==> src/rtl/spi_frame_master.sv <==
// spi_frame_master: SPI mode-0 (CPOL=0, CPHA=0) master that shifts out a
// frame of FRAME_BYTES bytes from a TX buffer and stores the bytes it
// receives in an RX buffer. Each byte has its own slave-select window and
// is separated from the next by GAP_CYCLES idle cycles.
// Optional feature: define SPI_FRAME_MASTER_CRC_EN to append a CRC-8 byte
// (poly 0x07, init 0x00) and to check the CRC byte returned by the slave.
module spi_frame_master #(
  parameter int FRAME_BYTES = 8,
  parameter int CLK_DIV     = 4,
  parameter int GAP_CYCLES  = 8
) (
  input  logic       iCLK,
  input  logic       iRESETn,
  input  logic       iSTART,
  input  logic       iWR,
  input  logic [4:0] iWR_ADDR,
  input  logic [7:0] iWR_DATA,
  input  logic [4:0] iRD_ADDR,
  output logic [7:0] oRD_DATA,
  output logic       oFRAME_n,
  output logic       oSS_n,
  output logic       oSCK,
  output logic       oMOSI,
  input  logic       iMISO,
  output logic       oBUSY,
  output logic       oDONE,
  output logic       oCRC_ERR
);

  localparam int BUF_N = 20;
`ifdef SPI_FRAME_MASTER_CRC_EN
  localparam int NBYTES = FRAME_BYTES + 1;
`else
  localparam int NBYTES = FRAME_BYTES;
`endif
  localparam logic [15:0] HALF_LAST = 16'(CLK_DIV - 1);
  localparam logic [15:0] GAP_LAST  = 16'(GAP_CYCLES - 1);
  localparam logic [4:0]  PAY_END   = 5'(FRAME_BYTES);
  localparam logic [4:0]  LAST_IDX  = 5'(NBYTES - 1);
  localparam logic [4:0]  BUF_END   = 5'(BUF_N);

  typedef enum logic [2:0] {IDLE, SETUP, SHIFT, GAP, HOLD} state_t;

  state_t      state, state_nxt;
  logic [15:0] cnt;
  logic [2:0]  bit_cnt;
  logic        sck;
  logic [4:0]  byte_idx;
  logic [4:0]  idx_load;
  logic        load;
  logic [7:0]  tx_sh, rx_sh;
  logic [7:0]  tx_byte;
  logic [7:0]  tx_mem [0:BUF_N-1];
  logic [7:0]  rx_mem [0:BUF_N-1];
  logic        done;
  logic        half_end, gap_end, byte_end;

  assign half_end = (cnt == HALF_LAST);
  assign gap_end  = (cnt == GAP_LAST);
  assign byte_end = (state == SHIFT) && half_end && sck && (bit_cnt == 3'd7);

  assign oSCK  = sck;
  assign oMOSI = tx_sh[7];
  assign oDONE = done;

  // State register
  always_ff @(posedge iCLK or negedge iRESETn) begin
    if (!iRESETn) state <= IDLE;
    else          state <= state_nxt;
  end

  // Next-state decode, byte-load requests and envelope outputs
  always_comb begin
    state_nxt = state;
    load      = 1'b0;
    idx_load  = byte_idx;
    oBUSY     = 1'b1;
    oSS_n     = 1'b1;
    oFRAME_n  = 1'b0;
    case (state)
      IDLE: begin
        oBUSY    = 1'b0;
        oFRAME_n = 1'b1;
        if (iSTART) state_nxt = SETUP;
      end
      SETUP: begin
        if (gap_end) begin
          state_nxt = SHIFT;
          load      = 1'b1;
          idx_load  = 5'd0;
        end
      end
      SHIFT: begin
        oSS_n = 1'b0;
        if (byte_end) state_nxt = GAP;
      end
      GAP: begin
        if (gap_end) begin
          if (byte_idx == LAST_IDX) begin
            state_nxt = HOLD;
          end else begin
            state_nxt = SHIFT;
            load      = 1'b1;
            idx_load  = byte_idx + 5'd1;
          end
        end
      end
      HOLD: begin
        oFRAME_n = 1'b1;
        if (cnt == 16'd1) state_nxt = IDLE;
      end
      default: state_nxt = IDLE;
    endcase
  end

`ifdef SPI_FRAME_MASTER_CRC_EN
  logic [7:0] tx_crc, rx_crc;
  logic       crc_bad, crc_err;

  function automatic logic [7:0] crc8_byte(input logic [7:0] crc, input logic [7:0] data);
    logic [7:0] r;
    r = crc ^ data;
    for (int i = 0; i < 8; i++) r = r[7] ? ((r << 1) ^ 8'h07) : (r << 1);
    return r;
  endfunction

  // Running CRCs of sent and received payload; error flag latched with oDONE
  always_ff @(posedge iCLK or negedge iRESETn) begin
    if (!iRESETn) begin
      tx_crc  <= 8'h00;
      rx_crc  <= 8'h00;
      crc_bad <= 1'b0;
      crc_err <= 1'b0;
    end else begin
      if (state == IDLE && iSTART) begin
        tx_crc  <= 8'h00;
        rx_crc  <= 8'h00;
        crc_bad <= 1'b0;
        crc_err <= 1'b0;
      end
      if (load && idx_load < PAY_END) tx_crc <= crc8_byte(tx_crc, tx_mem[idx_load]);
      if (byte_end) begin
        if (byte_idx < PAY_END) rx_crc <= crc8_byte(rx_crc, rx_sh);
        else                    crc_bad <= (rx_sh != rx_crc);
      end
      if (state == HOLD && cnt == 16'd1) crc_err <= crc_bad;
    end
  end

  assign oCRC_ERR = crc_err;
`else
  assign oCRC_ERR = 1'b0;
`endif

  // Byte presented to the shifter: payload from TX buffer, or the CRC byte
  always_comb begin
    tx_byte = (idx_load < BUF_END) ? tx_mem[idx_load] : 8'h00;
`ifdef SPI_FRAME_MASTER_CRC_EN
    if (idx_load == PAY_END) tx_byte = tx_crc;
`endif
  end

  // Phase counter, SCK generation and the TX/RX shift registers
  always_ff @(posedge iCLK or negedge iRESETn) begin
    if (!iRESETn) begin
      cnt      <= '0;
      bit_cnt  <= '0;
      sck      <= 1'b0;
      byte_idx <= '0;
      tx_sh    <= 8'h00;
      rx_sh    <= 8'h00;
      done     <= 1'b0;
    end else begin
      done <= (state == HOLD) && (cnt == 16'd1);
      if (state_nxt != state || state == IDLE) cnt <= '0;
      else if (state == SHIFT && half_end)     cnt <= '0;
      else                                     cnt <= cnt + 16'd1;
      if (load) begin
        byte_idx <= idx_load;
        tx_sh    <= tx_byte;
        bit_cnt  <= 3'd0;
      end
      if (state == SHIFT && half_end) begin
        sck <= ~sck;
        if (!sck) begin
          rx_sh <= {rx_sh[6:0], iMISO};
        end else begin
          tx_sh   <= {tx_sh[6:0], 1'b0};
          bit_cnt <= bit_cnt + 3'd1;
        end
      end
    end
  end

  // TX/RX buffers and the registered RX read port
  always_ff @(posedge iCLK or negedge iRESETn) begin
    if (!iRESETn) begin
      for (int i = 0; i < BUF_N; i++) begin
        tx_mem[i] <= 8'h00;
        rx_mem[i] <= 8'h00;
      end
      oRD_DATA <= 8'h00;
    end else begin
      if (iWR && !oBUSY && iWR_ADDR < PAY_END) tx_mem[iWR_ADDR] <= iWR_DATA;
      if (byte_end && byte_idx < BUF_END) rx_mem[byte_idx] <= rx_sh;
      oRD_DATA <= (iRD_ADDR < BUF_END) ? rx_mem[iRD_ADDR] : 8'h00;
    end
  end

endmodule
==> config.mk <==
export PLATFORM = sky130hd
export DESIGN_NAME = spi_frame_master
export DESIGN_NICKNAME = d
export VERILOG_FILES = /design/src/rtl/spi_frame_master.sv
export SDC_FILE = /design/constraint.sdc
export NUM_CORES = 1
export LEC_CHECK = 0
export CAP_MARGIN = 30
export CORE_UTILIZATION = 54
export DETAILED_ROUTE_END_ITERATION = 16
export PLACE_DENSITY = 0.78
export SYNTH_ARGS = -nofsm -noshare
export SYNTH_HDL_FRONTEND = slang
export SYNTH_SLANG_ARGS = --single-unit
==> constraint.sdc <==
create_clock -name iCLK -period 3.2 [get_ports iCLK]
set_input_delay 0.96 -clock iCLK [delete_from_list [all_inputs] [get_ports iCLK]]
set_output_delay 0.96 -clock iCLK [all_outputs]
set_load 0.01 [all_outputs]
==> results of run 1 <==
==> layer usage <==
layer	vias to the layer above	share of wire, %	GRT usage [%]
li1	4499	-	-
met1	5103	42	30.76
met2	319	49	38.31
met3	92	5.3	4.456
met4	0	3.4	8.832
met5	-	0	0
==> power by group <==
group | leakage [nW] | internal (W) | switching (W)
clock network | 0.680 | 0.00292 | 0.00184
logic | 3.06 | 0.0000751 | 0.000155
registers | 5.18 | 0.00472 | 0.0000255
==> stage by stage <==
stage,util (%),area [µm²],power [W],cells,setup WS (ns)
floorplan,-,16610,0.004898,1316,0.2810
global placement,57.28,17160,0.005068,1616,0.2406
global route,61.87,18530,0.01007,1686,0.008827
finish,61.87,18530,0.009738,1686,0.1110
CTS,61.84,18520,0.009843,1686,0.1373
detailed placement,57.28,17160,0.005072,1616,0.2235
==> cells in the final DEF, fill, tap and decap left out, types with 9 or more instances in the layout <==
cell and n:
dfrtp_1 373, mux2_2 237, nand2_1 132, nor2_1 53
mux2i_1 42, mux4_2 40, clkbuf_16 40, buf_4 40
nand3_1 39, a21oi_1 33, clkdlybuf4s50_1 33, nor3_1 18
and3_1 17, o21ai_0 16, clkinv_2 11, xor2_1 9
==> worst paths after layout <==
kind,endpoint,slack [ns],depth (start not counted)
setup / recovery,tx_sh[0],0.11,11
hold / removal,rx_mem[14],0.35,1
setup reg to reg,tx_sh[0],0.11,11
hold reg to reg,tx_mem[95],0.37,0
max in group asynchronous,rx_mem[69],2.00,2
min in group iCLK,tx_mem[95],0.37,0
==> cell type report <==
type | instances | area (µm²)
Multi-Input combinational cell | 760 | 6509
Tap cell | 390 | 488.0
Clock buffer | 50 | 1099
Inverter | 10 | 40.04
Timing Repair Buffer | 83 | 795.8
Fill cell | 2193 | 11420
Sequential cell | 373 | 9334
Clock inverter | 20 | 267.8
==> timing repair <==
action | in CTS | in global routing
gates resized for setup | 0 | 2
setup endpoints to repair | 0 | 3
setup buffers | 0 | 0
hold buffers | 0 | 0
==> cell families (layout without fill, tap and decap cells) <==
group | Yosys count | after routing | synth area share, %
AO/OA/AOI/OAI | 113 | 113 | 4.783
adder cells (fa/ha/maj) | 8 | 8 | 0.6025
other | 1 | 1 | 0.02257
multiplexers | 320 | 320 | 24.11
buffers and inverters | 183 | 163 | 4.700
flip-flops | 373 | 373 | 56.18
XOR/XNOR | 15 | 15 | 0.7908
AND/OR/NAND/NOR | 303 | 303 | 8.812
==> registers in the layout, summed over array words and instances (netlist names) <==
signal / flops
tx_mem: 160
cnt: 16
oSCK: 1
byte_idx: 5
rx_sh: 8
rx_mem: 160
oDONE: 1
state: 3
tx_sh: 8
bit_cnt: 3
oRD_DATA: 8
==> synthesized netlist by cell type, drive strengths merged (4+ instances only) <==
| cell type | n | area share (%) |
|---|---|---|
| buf | 27 | 1.2 |
| a32oi | 4 | 0.21 |
| nor4 | 8 | 0.48 |
| inv | 10 | 0.24 |
| nand4 | 7 | 0.35 |
| a22oi | 5 | 0.23 |
| nor2 | 54 | 1.3 |
| nand3 | 39 | 1.2 |
| a22o | 4 | 0.21 |
| a31oi | 7 | 0.26 |
| a211oi | 8 | 0.36 |
| mux2i | 42 | 2.5 |
| o21ai | 16 | 0.48 |
| mux2 | 238 | 16 |
| a21oi | 36 | 1.2 |
| mux4 | 40 | 5.4 |
| nand2b | 4 | 0.15 |
| xnor2 | 6 | 0.32 |
| xor2 | 9 | 0.47 |
| clkbuf | 146 | 3.3 |
| ha | 8 | 0.60 |
| nand2 | 133 | 3.0 |
| dfrtp | 373 | 56 |
| o22ai | 5 | 0.19 |
| nor3b | 4 | 0.24 |
| o2111ai | 8 | 0.42 |
| and3 | 17 | 0.64 |
| nor3 | 19 | 0.60 |
==> reports/results.tsv, run 1 <==
stage	metric	value	unit
route	via count	10010	
worst_setup_path	crit path from	byte_idx[0]	
synthesis	Post-synth EDFFs	0	
timing	Setup violations, final	0	
worst_setup_path	Critical Path Fanout Max	16	
global_routing	first-pass GRT wire length	57070	µm
power	VDD IR max	417.9	µV
route	DRC errors left	0	
floorplan	initial core utilization	55.46	%
floorplan	Die Span X	177.4	µm
floorplan	row count	63	
placement	DP HPWL	22620	µm
cells_and_area	layout net count	1298	
worst_setup_path	Slowest-stage cell, CP	dfrtp_1	
floorplan	Ports	38	
cts	Clock Latency Late Sink	0.55	ns
worst_setup_path	Reg2Reg Launch Point	byte_idx[0]	
worst_setup_path	peak per-stage delay on the critical path	0.46	ns
worst_setup_path	Crit. End Element	register	
global_routing	GRT Residual Overflow	0	
worst_setup_path	cell breakdown of the critical path	ha_1 > nand4bb_1 > nand2_1 > o32ai_4 > nor2_4 > inv_4 > buf_12 > mux2i_1 > nor3_1 > a2111oi_0 > a32oi_1	
cts	CTS Sinks	373	
route	TritonRoute pass-1 iters	7	
cts	clock root cell	clkbuf_16	
timing	Hold WS	0.3471	ns
worst_setup_path	cell family with most CP delay	compound AO/OA/AOI/OAI gates	
global_routing	initial antenna violation count	0	
timing	minimum clock period	3.089	ns
cts	CTS tree	done	
route	Final ANT Viol Nets	0	
timing	relative slew slack	44.87	%
placement	gpl congestion	0.9295	
run_status	outcome	complete, no violations	
synthesis	Synth Net Count	1347	
route	Routed WL	34660	µm
timing	fin. max-slew vios	0	
worst_setup_path	WP data required	3.60	ns
floorplan	Die Span Y	177.4	µm
synthesis	Yosys warnings	0	
synthesis	Syn Area/Cell	12.62	µm²
global_routing	Total GRT Usage	23.32	%
timing	count of final hold-check violations	0	
global_routing	largest net degree at the start of global routing	88	
floorplan	core area	29950	µm²
worst_setup_path	worst path buffer plus inverter count	2	
global_routing	vias in the first global route	10560	
cts	H-tree depth	2	
timing	crit share post-route	96.53	%
synthesis	Gate Count Post-Synth	1316	
synthesis	Async SR Flop Fraction	100.0	%
cells_and_area	fraction of layout cells with a size suffix above 1	32.10	%
floorplan	die area	31470	µm²
cells_and_area	Layout area overhead	11.55	%
worst_setup_path	Worst setup SP type	register	
worst_setup_path	Worst Setup Path Type	reg -> reg	
timing	setup TNS	0	ns
placement	I/O Buffers	36	
worst_setup_path	Worst EP arrival	3.49	ns
cts	Max Root-Sink Buffers	3	
cells_and_area	ANT cells	0	
power	leakage power	8.922	nW
min_path	Hold Crit Class	in -> async	
power	power per cell area	525.4	nW/µm²
cts	CTS Buf Count	39	
timing	Worst-Margin Slew	0.8270	ns
synthesis	Top FF cell, synth	dfrtp_1	
synthesis	Synth Cell Area	16610	µm²
timing	RSZ-0062 raised after global routing	false	
route	Via density	5.939	
timing	Max Clk Rate	323.7	MHz
synthesis	post-synthesis sequential area ratio	56.18	%
cts	Clock transition at path regs	0.06	ns
timing	Worst Skew	0.02734	ns
job	Max-Cap Viols	0	
route	DRT iter0 DRCs	900	
synthesis	Unique masters post-synth	69	
route	per-cell routed wire length	20.56	µm
synthesis	post-synthesis register bit count	373	
Power figures use the tool's default switching activity.
==> run 2, diff against run 1 <==
Settings changed: CTS_CLUSTER_SIZE from default to 20.
==> results of run 2 <==
The final DEF is identical to that of run 1; final timing and power are the same.
==> run 3, diff against run 2 <==
Settings changed: SETUP_SLACK_MARGIN from default to 0.1.
Clock period 3.2 ns to 3.4 ns, I/O delays scaled along.
==> run 3 against run 2 <==
- global-route usage about the same
- die area unchanged
- register-to-register slack improved by 0.26 ns
- worst hold slack improved by 0.025 ns
- cell count about the same
- clock-buffer cell count increased by 6
- first-iteration DRC count decreased by 16%
- flip-flop and latch count unchanged
- non-clock buffer count decreased by 3
- combinational power decreased by 4%
- power decreased by 6.5%
==> reports/results.tsv, run 3 (same netlist as run 1, synthesis figures left out) <==
stage	metric	value	unit	change
run_status	outcome	complete, no violations		
floorplan	initial core utilization	55.46	%	unchanged
timing	count of final hold-check violations	0		unchanged
worst_setup_path	Worst setup SP type	register		
min_path	Hold Crit Class	reg -> reg		
cts	hold_buf cts	0		unchanged
global_routing	first-pass GRT wire length	57200	µm	+0.23%
cells_and_area	largest registers	rx_mem x160, tx_mem x160, cnt x16		
route	DRC errors left	0		unchanged
floorplan	die area	31470	µm²	unchanged
floorplan	core area	29950	µm²	unchanged
cells_and_area	layout net count	1295		-0.23%
cells_and_area	most common cell after layout, fill and taps aside	dfrtp_1		
timing	setup TNS	0	ns	unchanged
cells_and_area	Layout area overhead	11.27	%	
route	via count	10000		-0.090%
global_routing	vias in the first global route	10680		+1.1%
cts	H-tree depth	2		unchanged
global_routing	initial antenna violation count	0		unchanged
worst_setup_path	Critical Path Fanout Max	13		-3
route	DRT iter0 DRCs	757		-16%
timing	Max Clk Rate	321.3	MHz	
worst_setup_path	Crit. End Element	primary output		
timing	Hold WS	0.3721	ns	+0.02504 ns
timing	Setup violations, final	0		unchanged
floorplan	Die Span X	177.4	µm	unchanged
placement	post-place instance area	17130	µm²	-0.13%
route	Via density	5.937		about the same
worst_setup_path	Worst Setup Path Type	reg -> out		
floorplan	Ports	38		unchanged
job	Max-Cap Viols	0		unchanged
floorplan	row count	63		unchanged
worst_setup_path	Worst EP arrival	2.09	ns	-1.40 ns
timing	minimum clock period	3.112	ns	
route	TritonRoute pass-1 iters	5		-2
route	Routed WL	34920	µm	+0.75%
power	total power	0.009103	W	-6.5%
timing	RSZ-0062 raised after global routing	false		
cts	clock root cell	clkbuf_16		
timing	fin. max-slew vios	0		unchanged
cts	Clock transition at path regs	0.06	ns	about the same
cts	Clock Latency Late Sink	0.54	ns	about the same
placement	I/O Buffers	36		unchanged
floorplan	Die Span Y	177.4	µm	unchanged
global_routing	largest net degree at the start of global routing	91		+3.4%
global_routing	GRT Residual Overflow	0		unchanged
power	power per cell area	492.4	nW/µm²	-6.3%
placement	gpl congestion	0.8676		-6.7%
cells_and_area	Final Cell Area	18490	µm²	-0.25%
cells_and_area	ANT cells	0		unchanged
worst_setup_path	WP data required	2.38	ns	-1.22 ns
placement	DP HPWL	22850	µm	+1.0%
cts	Max Root-Sink Buffers	3		unchanged
timing	Worst-Margin Slew	0.8377	ns	+0.01065 ns
cells_and_area	fraction of layout cells with a size suffix above 1	31.58	%	-0.52 points
cts	CTS Sinks	373		unchanged
cells_and_area	commonest non-fill, non-tap cells in the layout	373 x dfrtp_1, 237 x mux2_2, 132 x nand2_1		
cts	CTS Buf Count	39		unchanged
timing	relative slew slack	44.16	%	-0.71 points
cts	CTS tree	done		
route	Final ANT Viol Nets	0		unchanged
power	leakage power	8.893	nW	-0.32%
timing	Worst Skew	0.02747	ns	+0.0001320 ns
global_routing	Total GRT Usage	23.32	%	about the same
timing	crit share post-route	91.53	%	
cts	Setup Fix Bufs, Post-CTS	0		unchanged
route	per-cell routed wire length	20.72	µm	+0.81%
cts	Post-CTS Resized	0		unchanged
power	VDD IR max	459.1	µV	+9.8%
==> run 3: changes by cell type in the layout (fill, tap and decap cells not counted), sizes merged <==
cell,previous run,this run
bufinv,6,4
clkbuf,50,56
buf,50,47
inv,11,12
clkinv,12,9
==> run 3: area by class of cell <==
class | instances | area, µm²
Timing Repair Buffer | 80 | 773.2
Fill cell | 2200 | 11470
Clock inverter | 16 | 211.5
Multi-Input combinational cell | 760 | 6499
Tap cell | 390 | 488.0
Clock buffer | 56 | 1141
Inverter | 10 | 40.04
Sequential cell | 373 | 9334
==> run 3: critical path, stage by stage, from the launching register on <==
cell and delay [ns]:
dfrtp_1 0.57, inv_1 0.14, nor3_1 0.20, buf_4 0.16, inv_1 0.04, clkdlybuf4s50_1 0.46
==> run 3: per-stage QoR <==
stage / std cells / utilization, % / setup WS, ns
2_1_floorplan: 1316 / - / 0.4810
3_3_place_gp: 1613 / 57.20 / 0.4300
3_5_place_dp: 1613 / 57.20 / 0.3957
4_1_cts: 1685 / 61.72 / 0.2907
5_1_grt: 1685 / 61.72 / 0.1378
6_report: 1685 / 61.72 / 0.2881
==> run 3: worst paths after layout <==
check                                 from         end  slack (ns)  cells past startpoint
worst max-delay path              state[1]       oSS_n        0.29                      5
worst min-delay path            tx_mem[59]  tx_mem[59]        0.37                      0
worst max register to register      cnt[0]    tx_sh[4]        0.37                     13
worst min register to register  tx_mem[59]  tx_mem[59]        0.37                      0
max in group asynchronous          iRESETn  rx_mem[28]        2.09                      2
min in group asynchronous          iRESETn  rx_mem[31]        0.51                      1
==> run 3: power breakdown <==
part / total (W) / switching [W] / internal, W
sequential: 0.00447 / 0.0000240 / 0.00445
clock: 0.00441 / 0.00175 / 0.00266
combinational: 0.000222 / 0.000149 / 0.0000730
total: 0.00910 / 0.00192 / 0.00718
==> run 3: routing by layer <==
layer  track usage [%]  share of wire [%]
met5                 0                  0
met4             7.764                2.9
met3             3.663                4.6
met2             39.73                 50
met1             30.48                 43
